## src/rtl/load_store_buffer_pkg.sv

```systemverilog
// rtl/load_store_buffer_pkg.sv - shared funct3 codes, memory length encodings and FSM states
package load_store_buffer_pkg;

  localparam logic [2:0] LB  = 3'b000;
  localparam logic [2:0] LH  = 3'b001;
  localparam logic [2:0] LW  = 3'b010;
  localparam logic [2:0] LBU = 3'b100;
  localparam logic [2:0] LHU = 3'b101;
  localparam logic [2:0] SB  = 3'b000;
  localparam logic [2:0] SH  = 3'b001;
  localparam logic [2:0] SW  = 3'b010;

  localparam logic [1:0] MEM_LEN_BYTE = 2'd0;
  localparam logic [1:0] MEM_LEN_HALF = 2'd1;
  localparam logic [1:0] MEM_LEN_WORD = 2'd2;

  typedef enum logic {
    IDLE = 1'b0,
    BUSY = 1'b1
  } lsb_state_t;

  // The low two funct3 bits already are the access size code.
  function automatic logic [1:0] mem_len_of(logic [2:0] funct3);
    return funct3[1:0];
  endfunction

endpackage

```

## src/rtl/load_store_buffer_if.sv

```systemverilog
// rtl/load_store_buffer_if.sv - memory controller request/response bus
interface load_store_buffer_if;

  logic        memFlag;
  logic        memWrite;
  logic [31:0] memAddr;
  logic [31:0] memData;
  logic [1:0]  memLen;
  logic        memDone;
  logic [31:0] memValue;

  modport master (
    output memFlag, memWrite, memAddr, memData, memLen,
    input  memDone, memValue
  );

  modport slave (
    input  memFlag, memWrite, memAddr, memData, memLen,
    output memDone, memValue
  );

endinterface

```

## src/rtl/load_store_buffer_load_extender.sv

```systemverilog
// rtl/load_store_buffer_load_extender.sv - sign/zero extension of raw load data by funct3
module load_extender
  import load_store_buffer_pkg::*;
(
  input  logic [2:0]  funct3,
  input  logic [31:0] raw,
  output logic [31:0] result
);

  always_comb begin
    case (funct3)
      LB:      result = {{24{raw[7]}}, raw[7:0]};
      LH:      result = {{16{raw[15]}}, raw[15:0]};
      LW:      result = raw;
      LBU:     result = {24'b0, raw[7:0]};
      LHU:     result = {16'b0, raw[15:0]};
      default: result = raw;
    endcase
  end

endmodule

```

## src/rtl/load_store_buffer.sv

```systemverilog
// rtl/load_store_buffer.sv - program-ordered load/store queue with in-order head execution
module load_store_buffer
  import load_store_buffer_pkg::*;
#(
  parameter int LSB_WIDTH = 3,
  parameter int ROB_WIDTH = 4
) (
  input  logic                 clockIn,
  input  logic                 resetIn,
  input  logic                 readyIn,
  input  logic                 clear,
  input  logic                 addFlag,
  input  logic                 addStore,
  input  logic [2:0]           addFunct3,
  input  logic [ROB_WIDTH-1:0] addRobId,
  input  logic [31:0]          addImm,
  input  logic                 addRs1Busy,
  input  logic                 addRs2Busy,
  input  logic [ROB_WIDTH-1:0] addRs1Id,
  input  logic [ROB_WIDTH-1:0] addRs2Id,
  input  logic [31:0]          addRs1Val,
  input  logic [31:0]          addRs2Val,
  output logic                 full,
  input  logic                 rsFlag,
  input  logic [ROB_WIDTH-1:0] rsId,
  input  logic [31:0]          rsValue,
  input  logic                 storeFlag,
  input  logic [ROB_WIDTH-1:0] storeId,
  output logic                 loadFlag,
  output logic [ROB_WIDTH-1:0] loadId,
  output logic [31:0]          loadValue,
  load_store_buffer_if.master  mem
);

  localparam int DEPTH = 1 << LSB_WIDTH;

  typedef logic [LSB_WIDTH-1:0] ptr_t;
  typedef logic [LSB_WIDTH:0]   cnt_t;

  typedef struct packed {
    logic                 store;
    logic [2:0]           funct3;
    logic [ROB_WIDTH-1:0] rob_id;
    logic [31:0]          imm;
    logic                 rs1_busy;
    logic [ROB_WIDTH-1:0] rs1_id;
    logic [31:0]          rs1_val;
    logic                 rs2_busy;
    logic [ROB_WIDTH-1:0] rs2_id;
    logic [31:0]          rs2_val;
    logic                 committed;
  } entry_t;

  entry_t               ent  [DEPTH];
  entry_t               woke [DEPTH];
  entry_t               new_ent;
  entry_t               hd;
  ptr_t                 head, tail;
  cnt_t                 count, keep_cnt;
  logic [DEPTH-1:0]     valid;
  lsb_state_t           state;
  logic                 aborted;
  logic                 cur_store;
  logic [2:0]           cur_funct3;
  logic [ROB_WIDTH-1:0] cur_rob;
  logic                 mem_flag, mem_write;
  logic [31:0]          mem_addr, mem_data;
  logic [1:0]           mem_len;
  logic [31:0]          ext_value;
  logic                 dispatch, head_ready, pop, drop_head;

  assign full       = (count == cnt_t'(DEPTH));
  assign dispatch   = addFlag & ~full & readyIn & ~clear;
  assign hd         = ent[head];
  assign head_ready = (count != '0) && !hd.rs1_busy &&
                      (!hd.store || (!hd.rs2_busy && hd.committed));
  assign pop        = (state == BUSY) && mem.memDone && !aborted;
  // On clear the live head leaves the queue if it is a load (aborted) or a store finishing now.
  assign drop_head  = (state == BUSY) && !aborted && (!cur_store || mem.memDone);

  assign mem.memFlag  = mem_flag;
  assign mem.memWrite = mem_write;
  assign mem.memAddr  = mem_addr;
  assign mem.memData  = mem_data;
  assign mem.memLen   = mem_len;

  load_extender u_load_extender (
    .funct3 (cur_funct3),
    .raw    (mem.memValue),
    .result (ext_value)
  );

  always_comb begin
    valid    = '0;
    keep_cnt = '0;
    for (int i = 0; i < DEPTH; i++) begin
      valid[i] = {1'b0, ptr_t'(ptr_t'(i) - head)} < count;
      keep_cnt = keep_cnt + cnt_t'(valid[i] && ent[i].committed &&
                                   !(drop_head && (ptr_t'(i) == head)));
    end
  end

  always_comb begin
    for (int i = 0; i < DEPTH; i++) begin
      woke[i] = ent[i];
      if (ent[i].rs1_busy && rsFlag && rsId == ent[i].rs1_id) begin
        woke[i].rs1_busy = 1'b0;
        woke[i].rs1_val  = rsValue;
      end else if (ent[i].rs1_busy && loadFlag && loadId == ent[i].rs1_id) begin
        woke[i].rs1_busy = 1'b0;
        woke[i].rs1_val  = loadValue;
      end
      if (ent[i].rs2_busy && rsFlag && rsId == ent[i].rs2_id) begin
        woke[i].rs2_busy = 1'b0;
        woke[i].rs2_val  = rsValue;
      end else if (ent[i].rs2_busy && loadFlag && loadId == ent[i].rs2_id) begin
        woke[i].rs2_busy = 1'b0;
        woke[i].rs2_val  = loadValue;
      end
      if (storeFlag && valid[i] && ent[i].rob_id == storeId) begin
        woke[i].committed = 1'b1;
      end
    end
  end

  // Dispatching operands also catch a broadcast that lands in the same cycle.
  always_comb begin
    new_ent          = '0;
    new_ent.store    = addStore;
    new_ent.funct3   = addFunct3;
    new_ent.rob_id   = addRobId;
    new_ent.imm      = addImm;
    new_ent.rs1_id   = addRs1Id;
    new_ent.rs1_busy = addRs1Busy;
    new_ent.rs1_val  = addRs1Val;
    new_ent.rs2_id   = addRs2Id;
    new_ent.rs2_busy = addRs2Busy;
    new_ent.rs2_val  = addRs2Val;
    if (addRs1Busy && rsFlag && rsId == addRs1Id) begin
      new_ent.rs1_busy = 1'b0;
      new_ent.rs1_val  = rsValue;
    end else if (addRs1Busy && loadFlag && loadId == addRs1Id) begin
      new_ent.rs1_busy = 1'b0;
      new_ent.rs1_val  = loadValue;
    end
    if (addRs2Busy && rsFlag && rsId == addRs2Id) begin
      new_ent.rs2_busy = 1'b0;
      new_ent.rs2_val  = rsValue;
    end else if (addRs2Busy && loadFlag && loadId == addRs2Id) begin
      new_ent.rs2_busy = 1'b0;
      new_ent.rs2_val  = loadValue;
    end
  end

  always_ff @(posedge clockIn) begin
    if (resetIn) begin
      head       <= '0;
      tail       <= '0;
      count      <= '0;
      state      <= IDLE;
      aborted    <= 1'b0;
      cur_store  <= 1'b0;
      cur_funct3 <= '0;
      cur_rob    <= '0;
      mem_flag   <= 1'b0;
      mem_write  <= 1'b0;
      mem_addr   <= '0;
      mem_data   <= '0;
      mem_len    <= '0;
      loadFlag   <= 1'b0;
      loadId     <= '0;
      loadValue  <= '0;
    end else if (readyIn) begin
      if (clear) begin
        loadFlag <= 1'b0;
        head     <= head + ptr_t'(drop_head);
        tail     <= head + ptr_t'(drop_head) + keep_cnt[LSB_WIDTH-1:0];
        count    <= keep_cnt;
        if (state == BUSY && mem.memDone) begin
          state    <= IDLE;
          mem_flag <= 1'b0;
          aborted  <= 1'b0;
        end else if (drop_head) begin
          aborted <= 1'b1;
        end
      end else begin
        loadFlag <= 1'b0;
        for (int i = 0; i < DEPTH; i++) begin
          ent[i] <= woke[i];
        end
        if (dispatch) begin
          ent[tail] <= new_ent;
          tail      <= tail + ptr_t'(1);
        end
        if (pop) begin
          head <= head + ptr_t'(1);
        end
        count <= count + cnt_t'(dispatch) - cnt_t'(pop);
        case (state)
          IDLE: begin
            if (head_ready) begin
              state      <= BUSY;
              mem_flag   <= 1'b1;
              mem_write  <= hd.store;
              mem_addr   <= hd.rs1_val + hd.imm;
              mem_data   <= hd.rs2_val;
              mem_len    <= mem_len_of(hd.funct3);
              cur_store  <= hd.store;
              cur_funct3 <= hd.funct3;
              cur_rob    <= hd.rob_id;
            end
          end
          BUSY: begin
            if (mem.memDone) begin
              state    <= IDLE;
              mem_flag <= 1'b0;
              aborted  <= 1'b0;
              if (!aborted && !cur_store) begin
                loadFlag  <= 1'b1;
                loadId    <= cur_rob;
                loadValue <= ext_value;
              end
            end
          end
          default: state <= IDLE;
        endcase
      end
    end
  end

endmodule

```

## src/flat_wrapper.sv

```systemverilog
// flat-port wrapper written by rule: the top's interface ports become plain ports
module load_store_buffer_flat import load_store_buffer_pkg::*;
#(
  parameter int LSB_WIDTH = 3,
  parameter int ROB_WIDTH = 4
)
  (clockIn, resetIn, readyIn, clear, addFlag, addStore, addFunct3, addRobId, addImm, addRs1Busy, addRs2Busy, addRs1Id, addRs2Id, addRs1Val, addRs2Val, full, rsFlag, rsId, rsValue, storeFlag, storeId, loadFlag, loadId, loadValue, mem_memFlag, mem_memWrite, mem_memAddr, mem_memData, mem_memLen, mem_memDone, mem_memValue);
  load_store_buffer_if mem_i ();
  input  logic clockIn;
  input  logic resetIn;
  input  logic readyIn;
  input  logic clear;
  input  logic addFlag;
  input  logic addStore;
  input  logic [2:0] addFunct3;
  input  logic [ROB_WIDTH-1:0] addRobId;
  input  logic [31:0] addImm;
  input  logic addRs1Busy;
  input  logic addRs2Busy;
  input  logic [ROB_WIDTH-1:0] addRs1Id;
  input  logic [ROB_WIDTH-1:0] addRs2Id;
  input  logic [31:0] addRs1Val;
  input  logic [31:0] addRs2Val;
  output logic full;
  input  logic rsFlag;
  input  logic [ROB_WIDTH-1:0] rsId;
  input  logic [31:0] rsValue;
  input  logic storeFlag;
  input  logic [ROB_WIDTH-1:0] storeId;
  output logic loadFlag;
  output logic [ROB_WIDTH-1:0] loadId;
  output logic [31:0] loadValue;
  output wire logic [$bits(mem_i.memFlag)-1:0] mem_memFlag;
  output wire logic [$bits(mem_i.memWrite)-1:0] mem_memWrite;
  output wire logic [$bits(mem_i.memAddr)-1:0] mem_memAddr;
  output wire logic [$bits(mem_i.memData)-1:0] mem_memData;
  output wire logic [$bits(mem_i.memLen)-1:0] mem_memLen;
  input wire logic [$bits(mem_i.memDone)-1:0] mem_memDone;
  input wire logic [$bits(mem_i.memValue)-1:0] mem_memValue;
  assign mem_memFlag = mem_i.memFlag;
  assign mem_memWrite = mem_i.memWrite;
  assign mem_memAddr = mem_i.memAddr;
  assign mem_memData = mem_i.memData;
  assign mem_memLen = mem_i.memLen;
  assign mem_i.memDone = mem_memDone;
  assign mem_i.memValue = mem_memValue;
  load_store_buffer #(.LSB_WIDTH(LSB_WIDTH), .ROB_WIDTH(ROB_WIDTH)) u_core (.clockIn(clockIn), .resetIn(resetIn), .readyIn(readyIn), .clear(clear), .addFlag(addFlag), .addStore(addStore), .addFunct3(addFunct3), .addRobId(addRobId), .addImm(addImm), .addRs1Busy(addRs1Busy), .addRs2Busy(addRs2Busy), .addRs1Id(addRs1Id), .addRs2Id(addRs2Id), .addRs1Val(addRs1Val), .addRs2Val(addRs2Val), .full(full), .rsFlag(rsFlag), .rsId(rsId), .rsValue(rsValue), .storeFlag(storeFlag), .storeId(storeId), .loadFlag(loadFlag), .loadId(loadId), .loadValue(loadValue), .mem(mem_i));
endmodule
```

## config.mk

```make
export PLATFORM = sky130hd
export DESIGN_NAME = load_store_buffer_flat
export DESIGN_NICKNAME = d
export VERILOG_FILES = /design/src/rtl/load_store_buffer_pkg.sv /design/src/rtl/load_store_buffer_if.sv /design/src/rtl/load_store_buffer_load_extender.sv /design/src/rtl/load_store_buffer.sv /design/src/flat_wrapper.sv
export SDC_FILE = /design/constraint.sdc
export NUM_CORES = 2
export LEC_CHECK = 0
export CAP_MARGIN = 10
export CORE_MARGIN = 2
export CORE_UTILIZATION = 40
export CTS_CLUSTER_SIZE = 30
export DETAILED_ROUTE_END_ITERATION = 10
export DONT_BUFFER_PORTS = 1
export PLACE_DENSITY = 0.63
export SETUP_SLACK_MARGIN = 0.4
export SYNTH_ARGS = -nofsm -noshare
export SYNTH_HDL_FRONTEND = slang
export SYNTH_HIERARCHICAL = 1
export SYNTH_SLANG_ARGS = --single-unit
```

## constraint.sdc

```tcl
create_clock -name clockIn -period 5.2 [get_ports clockIn]
set_input_delay 0.78 -clock clockIn [delete_from_list [all_inputs] [get_ports clockIn]]
set_output_delay 0.78 -clock clockIn [all_outputs]
set_load 0.01 [all_outputs]
```

Yosys cells after proc, flatten, opt, wreduce, memory -nomap -nowiden
Memory sizes are Yosys's and may differ from the RTL's. A register that Yosys moved wholly into a read port is not among the register bits. Cells that the tools add are included.

Flip-flop bits (word level): 124. Memory bits (writable): 920. Output and inout port bits: 106. Logic and storage cells: 374. Memories kept: 1.

$add $sub $neg: 22. $lt $le $gt $ge: 8. Equal/unequal tests: 59. Multiplexer cells: 114. Bitwise operators: 6. Reductions and logical operators: 149.

Memory list: u_core.ent (depth 8, bits a word 115, rd ports 9, clocked after Yosys merged registers in 1, write ports 9, line load_store_buffer.sv:54) `entry_t ent [DEPTH];`.

Operators by type and width (count): 2-to-1 mux 32 bit (36); equality test 4 bit (44); one-hot mux 32 bit (4 select lines) (1); logical AND 1 bit (120); 2-to-1 mux 1 bit (68); adder 32 bit (1); < comparator 3 x 4 -> 1 bit (8); adder 4 x 1 -> 4 bit (7); 2-to-1 mux 3 bit (6); zero test 1 bit (13); equality test 3 bit, first input constant (4); AND reduction 4 bit (3); subtractor 3 bit, first input constant (4); nonzero test 2 bit (4); adder 3 x 1 -> 3 bit, second input constant (2); equality test 2 x 3 -> 1 bit, first input constant (2); equality test 3 bit, second input constant (2); zero test 3 bit (2); AND reduction 2 bit (3); subtractor 1 x 3 -> 3 bit, first input constant (2); subtractor 2 x 3 -> 3 bit, first input constant (2); AND reduction 5 bit (1); equality test 4 bit, second input constant (1); 2-to-1 mux 4 bit (1); 15 further kinds (21).

Longest topological paths before layout
Word-level depth: 15. Depth in mapped cells: 23.

By module
The synthesis kept the hierarchy.

Modules (own cells, without submodules): load_store_buffer (instances 1, cells an instance 4069, area an instance 54016.8 um^2, sequential area each 30048.8 um^2); load_extender (instances 1, cells an instance 67, area an instance 355.3 um^2, sequential area each 0.0 um^2).

Worst setup path after synthesis
No wires, ideal clock.

Path type: register to register. Start point: reg u_core.head[0]. End point: reg u_core.tail[2]. Arrival time: 5.158 ns. Data required time: 5.072 ns. Path slack: -0.086 ns. Cell stages (with the launch flop): 23. Buffers on the path: 1. Period minus slack after synthesis: 5.286 ns. Path through: dfxtp_1 -> clkbuf_1 -> inv_1 -> ha_1 -> ha_1 -> a21o_1 -> a21oi_1 -> o221ai_1 -> fa_1 -> fa_1 -> inv_1 -> fa_1 -> ha_1 -> inv_1 -> fa_1 -> inv_1 -> fa_1 -> xnor2_1 -> xnor2_1 -> xnor2_1 -> a22o_1 -> a22oi_1 -> nor2_1.

Cells in the longest elaborated chain, start to end: 13. Elaborated cells on any way between the ends: 66.

RTL lines: from (decl) (line load_store_buffer.sv:58) `ptr_t head, tail;`; from (signal assigned) (line load_store_buffer.sv:176) `head <= head + ptr_t'(drop_head);`; from (signal assigned) (line load_store_buffer.sv:196) `head <= head + ptr_t'(1);`; subtractor 1 x 3 -> 3 bit, or another cell as far along (line load_store_buffer.sv:97) `valid[i] = {1'b0, ptr_t'(ptr_t'(i) - head)} < count;`; < comparator 3 x 4 -> 1 bit / logical AND 1 bit (equally long branches) (line load_store_buffer.sv:97, load_store_buffer.sv:99); logical AND 1 bit / zero test 1 bit (equally long branches) (line load_store_buffer.sv:98, load_store_buffer.sv:99); logical AND 1 bit (line load_store_buffer.sv:98) `keep_cnt = keep_cnt + cnt_t'(valid[i] && ent[i].committed &&`; adder 1 x 1 -> 2 bit (line load_store_buffer.sv:98); adder 4 x 1 -> 4 bit (6 in a row) (line load_store_buffer.sv:98); adder 3 bit (*) (line load_store_buffer.sv:177) `tail <= head + ptr_t'(drop_head) + keep_cnt[LSB_WIDTH-1:0];`; 2-to-1 mux 3 bit (*) (line load_store_buffer.sv:174) `if (clear) begin`; to (signal assigned) (line load_store_buffer.sv:177); to (signal assigned) (line load_store_buffer.sv:193) `tail <= tail + ptr_t'(1);`; to (decl) (line load_store_buffer.sv:58).

Mark *: on every way between the ends. The rest lies on a longest branch, timed or not. A chain may end at the register's enable or synchronous reset.

Final worst setup path
Start point: reg u_core.head[1]. End point: reg u_core.tail[2].

The elaborated chain is that of the path after synthesis.

==> results.md <==
- Sequential-to-total area share from yosys stat: 0.553
- Unique cell type count in the Yosys netlist: 73
- Clock slew seen by the registers of the worst setup and hold paths: 60 ps
- WHS Path Cells: 1
- Total global routing track utilization: 0.257
- DR pass1 iterations: 6
- Chip Width: 373 um
- Maximum fanout along the worst path: 6
- Number of DRC violations after detailed-routing iteration 0: 4837
- Element type at the critical path start: register
- Placeable core region: 0.135 mm^2
- Flop and latch count out of synthesis: 1045
- Final critical delay including setup and external delays: 5030 ps
- Timing-limited maximum frequency: 199 MHz
- Final sum of negative setup slack: 0 ps
- Biggest area contributors in the synthesized netlist: edfxtp_1 50%, mux2i_1 12%, mux4_2 8.7%
- Inserted Diodes: 0
- Share of final-layout standard cells stronger than drive strength 1: 0.163
- Top-level port count: 300
- Run status: completed
- Total Nets Final: 4209
- HPWL Detailed: 112 mm
- Area share of the leading cell type in the synthesized netlist: 0.504
- R2R Path Start: u_core/head[1]
- Quantity of hold-fixing buffers added after cts: 0
- Leading register cell type out of synthesis: edfxtp_1
- Post-route DRC: 0
- Row count: 135
- Top cell types by occurrence after synthesis: 912 x edfxtp_1, 640 x mux2i_1, 521 x o22ai_1, 344 x clkbuf_1, 250 x nand2_1
- Die area: 0.139 mm^2
- Arrival time at the worst endpoint: 5640 ps
- Total power: 18.8 mW
- Number of max-cap violations: 0
- Post-Syn Nets: 4400
- Utilization of the core after routing: 0.446
- Hold violation count in the final report: 0
- Level count of the clock H-tree: 3
- Cells on worst reg2reg path: 21
- Initial antenna violation count: 12
- Number of enable-type register cells in the synthesized netlist: 912
- Async set-or-reset flop fraction in the synthesized netlist: 0
- Register-to-register setup slack: 170 ps
- Hold path startpoint: resetIn
- End point of the most critical hold path: u_core/mem.memAddr[0]
- Slew @ Worst Pin: 1230 ps
- Vias per std cell: 6.54
- Gate Count Post-Synth: 4136
- Global placement routability congestion: 0.860
- Number of buffers created by CTS: 109
- Top cell type by total area after synthesis: edfxtp_1
- Leakage power summed over all cells: 23.4 nW
- Worst-case setup slack after placement: 88.8 ps
- Setup slack after layout: 165 ps
- End of the worst register-to-register path: u_core/tail[2]
- Clk Latency, worst-skew pair: 730 ps
- Post-DR wirelength/cell: 31.7 um
- Start-to-end type of the worst setup path: reg2reg
- Post-route clock period utilization: 0.968
- Fin area: 0.0603 mm^2
- Instance area at placement: 0.0564 mm^2
- Average size of a mapped cell: 13.1 um^2
- Number of global-route vias before repair: 37500
- Worst clock skew: 26.9 ps
- Clk Tree Root Cell: clkbuf_16
- CTS max path bufs: 3
- Worst hold-check path type: in2reg
- Largest net degree at the start of global routing: 126
- Final ANT Viol Nets: 0
- Pwr Density: 311 mW/mm^2
- Vias post-DR: 38000
- Number of warnings issued by yosys: 6
- Data required time at the worst endpoint: 5810 ps
- WL final: 185 mm
- Unrepaired setup endpoints after global routing: true
- Clock Sink Count: 1045
- TritonCTS clock tree: done
- Starting Density: 0.402
- Height of the chip: 373 um
- Area delta synth->final: 10.9%
- Most repeated cell in the gate-level netlist after synthesis: edfxtp_1
- Final number of setup-violating endpoints: 0
- Max-slew headroom: 0.181
- Wire length of the first global-routing pass: 264 mm
- IR drop worst, VDD: 0.255 mV
- Pins Over Slew Limit: 0
- Combined area of all synthesized cells: 0.0544 mm^2
- Critical Path End Type: register
- Number of buffer cells added on primary ports: 0
- Total congestion overflow after global routing: 0
timing repair:
item / 4_1_cts / 5_1_grt
setup endpoints to repair: 1 / 6
pin swaps: 3 / 8
gates resized for setup: 11 / 12
setup buffers: 2 / 4
registers in the layout, summed over array words and instances (netlist names), 4 cells and up, named ones only:
signal / cells
u_core/loadValue: 32
u_core/loadId: 4
u_core/mem.memData: 32
u_core/ent: 920
u_core/cur_rob: 4
u_core/count: 4
u_core/mem.memAddr: 32
placed cells by master (no fill, tap or decap), types with 22 or more instances in the layout:
master,synthesis,routed
mux4_2,209,209
mux2_2,60,60
nor3_1,36,36
nand2_1,250,221
mux2i_1,640,640
buf_4,13,114
xor2_1,104,103
clkbuf_16,0,111
o21ai_1,65,66
inv_1,50,37
o21ai_0,46,45
a211oi_1,53,53
a21o_1,24,24
xnor2_1,78,77
edfxtp_1,912,912
nand3_1,37,35
o22ai_1,521,521
clkinv_1,1,22
nor2_1,138,137
a21oi_1,92,89
ha_1,63,58
buf_12,0,33
dfxtp_1,133,125
nand2_2,0,23
nand4_1,29,29
kinds of logic after synthesis:
| group | after synthesis | share of synthesized area |
|---|---|---|
| compound gates | 884 | 0.103 |
| buf+inv | 501 | 0.0370 |
| fa+ha+maj | 70 | 0.0171 |
| simple gates | 544 | 0.0437 |
| xor+xnor | 182 | 0.0293 |
| flops | 1045 | 0.553 |
| mux | 910 | 0.217 |
worst max path at each step:
stage	from	to	slack, ps	cells after the start
2_1_floorplan	u_core/head[0]	u_core/tail[2]	260	23
3_3_place_gp	mem_memDone	u_core/tail[2]	140	19
3_5_place_dp	mem_memDone	u_core/tail[2]	90	20
4_1_cts	u_core/head[1]	u_core/tail[2]	160	21
5_1_grt	u_core/head[1]	u_core/tail[2]	-7	22
6_report	u_core/head[1]	u_core/tail[2]	170	21
worst max-delay path, stage by stage (launching register included):
cell and delay [ps]:
dfxtp_4 380, inv_8 60, ha_4 230, ha_1 260, a21o_1 180, a21oi_2 190, o221ai_2 120, fa_1 470
fa_1 500, inv_1 50, fa_1 480, ha_2 190, inv_2 40, fa_1 510, inv_2 50, fa_2 390
xnor2_2 140, xnor2_1 190, xnor2_1 90, a22o_1 190, a22oi_2 150, nor2_1 50
stage by stage:
| step | hold slack [ps] | std cells |
|---|---|---|
| floorplan | 432 | 4136 |
| global placement | 445 | 5609 |
| detailed placement | 452 | 5609 |
| CTS | 105 | 5814 |
| global route | 124 | 5818 |
| finish | 148 | 5818 |
power breakdown:
group / leakage [nW] / switching [mW] / total, mW / internal, mW
Clock: 1.83 / 3.41 / 8.29 / 4.88
Combinational: 11.5 / 0.805 / 1.34 / 0.536
Sequential: 10.1 / 0.0561 / 9.15 / 9.10
layer usage:
metal,vias up,wire [um],global-route usage
met4,6,8740,0.113
met5,-,45,0
met1,19300,71200,0.335
met2,2348,84000,0.406
met3,534,20700,0.0636
li1,15800,-,-
final cells by class:
cell class | instances | area, um^2
Fill cell | 12000 | 74800
Sequential cell | 1045 | 30100
Multi-Input combinational cell | 2590 | 22500
Clock buffer | 134 | 2920
Tap cell | 1781 | 2230
Timing Repair Buffer | 148 | 1530
Clock inverter | 69 | 822
Inverter | 51 | 201
Power figures use the tool's default switching activity.
